--- config.mk ---
export PLATFORM = sky130hd
export DESIGN_NAME = imem_loader
export DESIGN_NICKNAME = d
export VERILOG_FILES = /design/src/rtl/imem_loader.sv
export SDC_FILE = /design/constraint.sdc
export NUM_CORES = 1
export LEC_CHECK = 0
export CORE_UTILIZATION = 58
export DETAILED_ROUTE_END_ITERATION = 8
export PLACE_DENSITY = 0.81
export SLEW_MARGIN = 20
export SYNTH_ARGS = -nofsm -noshare
export SYNTH_HDL_FRONTEND = slang
export SYNTH_SLANG_ARGS = --single-unit
--- constraint.sdc ---
create_clock -name clk -period 5.85 [get_ports clk]
set_clock_uncertainty 0.05 [all_clocks]
set_input_delay 0.585 -clock clk [delete_from_list [all_inputs] [get_ports clk]]
set_output_delay 0.585 -clock clk [all_outputs]
set_load 0.05 [all_outputs]
--- src/rtl/imem_loader.sv ---
// imem_loader: receives a little-endian byte stream containing a word count
// and then instruction words, and writes the words to instruction memory.
// The CPU is held in reset until the whole image has been written.
//
// state | meaning
// IDLE  | after reset, waiting for start
// LEN   | collecting the 4-byte word count
// DATA  | collecting the 4 bytes of the next instruction word
// WRITE | single-cycle write of the assembled word
// DONE  | image complete, CPU released
// ERR   | word count exceeded DEPTH, waiting for start
module imem_loader #(
  parameter int          DEPTH     = 1024,
  parameter logic [31:0] BASE_ADDR = 32'h0000_0000
) (
  input  logic        clk,
  input  logic        rst,
  input  logic        start,
  input  logic        in_valid,
  input  logic [7:0]  in_data,
  output logic        in_ready,
  output logic        wen,
  output logic [31:0] waddr,
  output logic [31:0] wdata,
  output logic        busy,
  output logic        done,
  output logic        err,
  output logic        cpu_hold
);

  typedef enum logic [2:0] {
    S_IDLE,
    S_LEN,
    S_DATA,
    S_WRITE,
    S_DONE,
    S_ERR
  } state_t;

  state_t      state;
  state_t      state_n;
  logic [31:0] cnt;
  logic [31:0] idx;
  logic [1:0]  bcnt;
  logic [23:0] byte_buf;
  logic        accept;
  logic        last_byte;
  logic [31:0] word;

  assign accept    = in_valid && in_ready;
  assign last_byte = accept && (bcnt == 2'd3);
  // The 4th byte is used directly from the input, so the 24-bit buffer is enough.
  assign word      = {in_data, byte_buf};

  // Next-state decode; start is ignored while a load is in progress.
  always_comb begin
    state_n = state;
    case (state)
      S_IDLE:  if (start) state_n = S_LEN;
      S_LEN: begin
        if (last_byte) begin
          if (word == 32'd0)              state_n = S_DONE;
          else if (word > 32'(DEPTH))     state_n = S_ERR;
          else                            state_n = S_DATA;
        end
      end
      S_DATA:  if (last_byte) state_n = S_WRITE;
      S_WRITE: state_n = (idx == cnt - 32'd1) ? S_DONE : S_DATA;
      S_DONE:  if (start) state_n = S_LEN;
      S_ERR:   if (start) state_n = S_LEN;
      default: state_n = S_IDLE;
    endcase
  end

  // State, datapath and outputs. Outputs are decoded from the next state so
  // that they are registered and line up with the state they describe.
  always_ff @(posedge clk or posedge rst) begin
    if (rst) begin
      state    <= S_IDLE;
      cnt      <= '0;
      idx      <= '0;
      bcnt     <= '0;
      byte_buf <= '0;
      in_ready <= 1'b0;
      wen      <= 1'b0;
      waddr    <= '0;
      wdata    <= '0;
      busy     <= 1'b0;
      done     <= 1'b0;
      err      <= 1'b0;
      cpu_hold <= 1'b1;
    end else begin
      state <= state_n;

      if (accept) begin
        bcnt <= bcnt + 2'd1;
        case (bcnt)
          2'd0:    byte_buf[7:0]   <= in_data;
          2'd1:    byte_buf[15:8]  <= in_data;
          2'd2:    byte_buf[23:16] <= in_data;
          default: ;
        endcase
      end

      if (state == S_LEN && last_byte) begin
        cnt <= word;
        idx <= '0;
      end

      if (state == S_DATA && last_byte) begin
        wdata <= word;
        waddr <= BASE_ADDR + (idx << 2);
      end

      if (state == S_WRITE && state_n == S_DATA)
        idx <= idx + 32'd1;

      in_ready <= (state_n == S_LEN) || (state_n == S_DATA);
      wen      <= (state_n == S_WRITE);
      busy     <= (state_n == S_LEN) || (state_n == S_DATA) || (state_n == S_WRITE);
      done     <= (state_n == S_DONE);
      err      <= (state_n == S_ERR);
      cpu_hold <= (state_n != S_DONE);
    end
  end

endmodule

# Yosys cells after proc, flatten, opt, wreduce, memory -nomap -nowiden
# Cells that the tools add are included.
[word_totals] regBits=161 elab_cells=58
[op_classes] addsub=3 order_cmp=1 n_eq_ne=15 n_mux=9 n_reduce_logical=15
[op_table] operator="2-to-1 mux 32 bit" n=2
[op_table] operator="adder 32 x 1 -> 32 bit, second input constant" n=1
[op_table] operator="equality test 32 bit" n=1
[op_table] operator="> comparator 32 x 11 -> 1 bit, second input constant" n=1
[op_table] operator="zero test 32 bit" n=1
[op_table] operator="subtractor 32 x 1 -> 32 bit, second input constant" n=1
[op_table] operator="2-to-1 mux 3 bit" n=6
[op_table] operator="equality test 3 x 2 -> 1 bit, second input constant" n=4
[op_table] operator="equality test 3 bit, second input constant" n=4
[op_table] operator="case mux 3 bit (4 select lines)" n=1
[op_table] operator="equality test 3 x 1 -> 1 bit, second input constant" n=2
[op_table] operator="AND reduction 2 bit" n=3
[op_table] operator="logical AND 1 bit" n=5
[op_table] operator="equality test 2 bit, second input constant" n=2
[op_table] operator="zero test 3 bit" n=1
[op_table] operator="inequality test 3 bit, second input constant" n=1
[op_table] operator="OR reduction 3 bit" n=1
[op_table] operator="adder 2 x 1 -> 2 bit, second input constant" n=1
[op_table] operator="equality test 2 x 1 -> 1 bit, second input constant" n=1
[op_table] operator="zero test 2 bit" n=1
[op_table] operator="logical OR 1 bit" n=2
[op_table] operator="nonzero test 2 bit" n=1

# Logic depth before layout (Yosys ltp)
[logic_depth] depth_word=8 depth_mapped=15 depth_no_buf=11

# Worst setup path after synthesis
# No wires, ideal clock.
[synth_path] path_kind="register to register" start="register cnt[0]" end="register idx[23]" setup_time_ps=121 arrival_ps=3324 required_time_ps=5679 slack_ps=2355 path_stages_with_launch=14 n_path_buf=2 period_less_slack_ps=3495 path_cell_list="dfrtp_1 clkbuf_1 inv_1 ha_1 nor4b_4 nand4_1 or4_1 o311ai_1 a21oi_1 or3_4 or3_1 buf_6 a41o_1 a22o_1"
[synth_via] elab_chain_cells=7 elab_cells_between_ends=8 cone_classes="1 x add/sub; 2 x eq/ne; 3 x mux; 2 x reduce/logical"
[synth_lines] element="start: declaration" line_no="42" text="logic [31:0] cnt;"
[synth_lines] element="start signal: assignment" line_no="106" text="cnt <= word;"
[synth_lines] element="subtractor 32 x 1 -> 32 bit *" line_no="68" text="S_WRITE: state_n = (idx == cnt - 32'd1) ? S_DONE : S_DATA;"
[synth_lines] element="equality test 32 bit *" line_no="68"
[synth_lines] element="2-to-1 mux 3 bit *" line_no="68"
[synth_lines] element="case mux 3 bit (4 select lines) *" line_no="58" text="case (state)"
[synth_lines] element="equality test 3 x 2 -> 1 bit *" line_no="115" text="if (state == S_WRITE && state_n == S_DATA)"
[synth_lines] element="logical AND 1 bit *" line_no="115"
[synth_lines] element="2-to-1 mux 32 bit / nonzero test 2 bit (equally long branches)"
[synth_lines] element="end signal: assignment" line_no="116" text="idx <= idx + 32'd1;"
[synth_lines] element="end: declaration" line_no="43" text="logic [31:0] idx;"
# Mark *: on every way between the ends. The rest lies on a longest branch, timed or not.
# A chain may end at the register's enable or synchronous reset.

# Final worst setup path
# Ends and elaborated chain as after synthesis.

==> impl_metrics.prom <==
# TYPE chip_impl_metric gauge
chip_impl_metric{name="post_cts_hold_buffer_count",unit=""} 0
chip_impl_metric{name="netlist-cell-type-count",unit=""} 73
chip_impl_metric{name="htree_num_levels",unit=""} 4
chip_impl_info{name="result_of_the_run",value="complete, no violations"} 1
chip_impl_metric{name="leakagePower",unit="nW"} 4.235
chip_impl_metric{name="die_width",unit="um"} 121.3
chip_impl_metric{name="holdWs",unit="ns"} 0.4550
chip_impl_metric{name="netlist.area_leader.share",unit="%"} 48.51
chip_impl_metric{name="grt_pass1_vias",unit=""} 6290
chip_impl_metric{name="max_slew_margin",unit="%"} 39.09
chip_impl_metric{name="worst-endpoint-arrival",unit="ns"} 4.67
chip_impl_metric{name="post-route-min-period",unit="ns"} 4.400
chip_impl_metric{name="drt_pass1_iterations",unit=""} 5
chip_impl_metric{name="worstSkewPairLatency",unit="ns"} 0.43
chip_impl_metric{name="synth_area",unit="um^2"} 8253
chip_impl_metric{name="area_growth_from_synthesis_to_layout",unit="%"} 17.60
chip_impl_metric{name="timing.hold.worst_path_depth",unit=""} 1
chip_impl_metric{name="wire_length_of_the_first_global_routing_pass",unit="um"} 33280
chip_impl_metric{name="drtIter0Drc",unit=""} 513
chip_impl_info{name="tritoncts_clock_tree",value="done"} 1
chip_impl_metric{name="area.sequential",unit="um^2"} 4030
chip_impl_metric{name="dieArea",unit="um^2"} 14710
chip_impl_metric{name="routed_wire_length_per_instance",unit="um"} 19.48
chip_impl_metric{name="antenna_violations_before_repair",unit=""} 0
chip_impl_metric{name="cap_viol_max_count",unit=""} 0
chip_impl_metric{name="postCtsResizedCells",unit=""} 0
chip_impl_metric{name="routed_via_density",unit=""} 6.148
chip_impl_metric{name="r2r.worst_path.cells",unit=""} 11
chip_impl_metric{name="timing.critical_path.fanout_max",unit=""} 14
chip_impl_metric{name="ys_warn_count",unit=""} 0
chip_impl_metric{name="highest_clock_frequency_the_design_can_meet",unit="GHz"} 0.2273
chip_impl_metric{name="ant_nets",unit=""} 0
chip_impl_metric{name="synth_sequential_area_ratio",unit="%"} 48.83
chip_impl_metric{name="total_cts_buffers",unit=""} 17
chip_impl_metric{name="drcViolationCount",unit=""} 0
chip_impl_metric{name="hpwl",unit="um"} 13950
chip_impl_info{name="hold_path_class",value="reg2reg"} 1
chip_impl_metric{name="global_route.overflow_total",unit=""} 0
chip_impl_info{name="synth.cells.most_frequent",value="dfrtp_1, nand2_1, mux2_2"} 1
chip_impl_metric{name="final_max_slew_viol_count",unit=""} 0
chip_impl_info{name="crit_path_class",value="reg2reg"} 1
chip_impl_metric{name="fraction_of_registers_with_async_set_reset",unit="%"} 100.0
chip_impl_metric{name="cts_clock_pin_slew_for_the_worst_setup_and_hold_paths",unit="ns"} 0.06
chip_impl_metric{name="number_of_antenna_cells_inserted",unit=""} 0
chip_impl_info{name="critPathCaptureType",value="register"} 1
chip_impl_metric{name="ys_seq_elements",unit=""} 161
chip_impl_metric{name="post_cts_setup_buffers",unit=""} 0
chip_impl_metric{name="placement.io_buffers",unit=""} 79
chip_impl_metric{name="post_synth_inst_count",unit=""} 785
chip_impl_metric{name="grt_start_max_net_pins",unit=""} 105
chip_impl_metric{name="layout_worst_path_cycle_share",unit="%"} 75.21
chip_impl_metric{name="drive_gt1_share",unit="%"} 17.21
chip_impl_metric{name="finalHoldViolations",unit=""} 0
chip_impl_info{name="ys_dominant_reg_cell",value="dfrtp_1"} 1
chip_impl_metric{name="boundaryPins",unit=""} 82
chip_impl_metric{name="timing_worst_slew_pin_value",unit="ns"} 0.9136
chip_impl_metric{name="gpl.final_weighted_congestion",unit=""} 0.8290
chip_impl_metric{name="setup.reg_to_reg.worst_slack",unit="ns"} 1.45
chip_impl_metric{name="total_area_of_multi_input_combinational_cells",unit="um^2"} 3919
chip_impl_metric{name="report.final.setup_viol",unit=""} 0
chip_impl_metric{name="cts_num_sinks",unit=""} 161
chip_impl_metric{name="synth_edf_count",unit=""} 0
chip_impl_metric{name="route.vias.total",unit=""} 6357
chip_impl_metric{name="placementRows",unit=""} 43
chip_impl_metric{name="fin_tns_setup",unit="ns"} 0
chip_impl_info{name="worstSetupStartpointType",value="register"} 1
chip_impl_info{name="netlist_top_cells_area",value="dfrtp_1, mux2_2, nand2_1"} 1
chip_impl_metric{name="die_y",unit="um"} 121.3
chip_impl_metric{name="vdd.ir_drop.worst",unit="mV"} 0.2594
chip_impl_metric{name="start_util",unit="%"} 59.46
chip_impl_info{name="cell_type_with_the_largest_total_area_after_synthesis",value="dfrtp_1"} 1
chip_impl_info{name="unrepaired_setup_endpoints_after_global_routing",value="no"} 1
chip_impl_metric{name="core_area",unit="um^2"} 13880
chip_impl_metric{name="synth.avg_cell_area",unit="um^2"} 10.51
chip_impl_metric{name="n_fill_cell",unit=""} 965
chip_impl_info{name="yosys.cell_count.top_type",value="dfrtp_1"} 1
chip_impl_metric{name="clock_path_buffers",unit=""} 2
chip_impl_metric{name="design.final.nets",unit=""} 859
chip_impl_metric{name="power_per_cell_area",unit="nW/um^2"} 443.1
chip_impl_info{name="cts.root.buffer_cell",value="clkbuf_16"} 1
chip_impl_metric{name="finalWirelength",unit="um"} 20140
chip_impl_metric{name="track_usage",unit="%"} 29.65
chip_impl_metric{name="crit_required",unit="ns"} 6.12
-- layout make-up --
class	instances	area share, %
clock inverter	10	1.250
sequential	161	41.52
tap	180	2.320
multi-input combinational	555	40.38
timing repair buffer	84	8.534
inverter	22	0.9024
clock buffer	22	5.092
-- final timing paths --
kind,endpoint,from
worst max-delay path,idx[23],cnt[0]
worst min-delay path,waddr[24],waddr[24]
worst max register to register,idx[23],cnt[0]
worst min register to register,waddr[24],waddr[24]
max in group asynchronous,cnt[16],rst
min in group asynchronous,wdata[2],rst
-- sequential cells by signal (all words and copies together) (netlist names) --
| name | flops |
|---|---|
| cpu_hold | 1 |
| busy | 1 |
| in_ready | 1 |
| wen | 1 |
| state | 3 |
| done | 1 |
| wdata | 32 |
| byte_buf | 24 |
| waddr | 30 |
| bcnt | 2 |
| idx | 32 |
| cnt | 32 |
| err | 1 |
-- report_power, final --
| group | switching (W) | internal, W |
|---|---|---|
| logic | 0.000743 | 0.000583 |
| registers | 0.000454 | 0.00137 |
| clock network | 0.000460 | 0.000688 |
| total | 0.00166 | 0.00264 |
-- layout by cell type (no fill, tap or decap), types with 20 or more instances in the layout --
cell	count
dfrtp_1	160
xor2_1	20
nand2_1	110
mux2_2	88
xnor2_1	27
nand3_1	37
clkdlybuf4s50_1	79
nor2_1	30
o21ai_0	25
inv_1	21
-- layer usage --
| layer | part of all wire, % | track usage (%) | up-vias |
|---|---|---|---|
| met5 | 0 | 0 | - |
| met4 | 2.2 | 11.96 | 0 |
| met3 | 5.1 | 6.297 | 34 |
| met2 | 48 | 47.23 | 228 |
| met1 | 44 | 39.41 | 3175 |
| li1 | - | - | 2920 |
-- through the flow --
step                      utilization (%)  area, um^2  instances  setup WS, ns  power, W
after CTS                           69.92        9706       1034         1.480  0.004297
final                               69.92        9706       1034         1.450  0.004301
after floorplan                         -        8257        786        0.8684  0.002768
after global routing                69.92        9706       1034         1.176  0.004545
after detailed placement            65.49        9090       1002         1.497  0.003130
after global placement              65.49        9090       1002         1.649  0.003055
-- worst max-delay path, stage by stage, from the launching register on --
cell	delay, ns
dfrtp_1	0.48
inv_1	0.13
ha_1	0.32
nor4b_4	0.42
nand4_1	0.53
or4_1	0.67
o311ai_1	0.09
a21oi_1	0.09
or3_4	0.46
or3_1	0.58
a41o_1	0.28
a22o_1	0.17
-- cells by family after synthesis --
| kind of cell | count (synthesis) | share of synthesized area [%] |
|---|---|---|
| AO/OA/AOI/OAI | 107 | 9.005 |
| XOR/XNOR | 47 | 4.988 |
| adder cells (fa/ha/maj) | 6 | 0.9096 |
| buffers and inverters | 70 | 3.745 |
| flip-flops | 161 | 48.83 |
| multiplexers | 99 | 13.34 |
| other | 1 | 0.04544 |
| AND/OR/NAND/NOR | 294 | 19.13 |
Note: power is estimated with default switching activity, not from simulation.
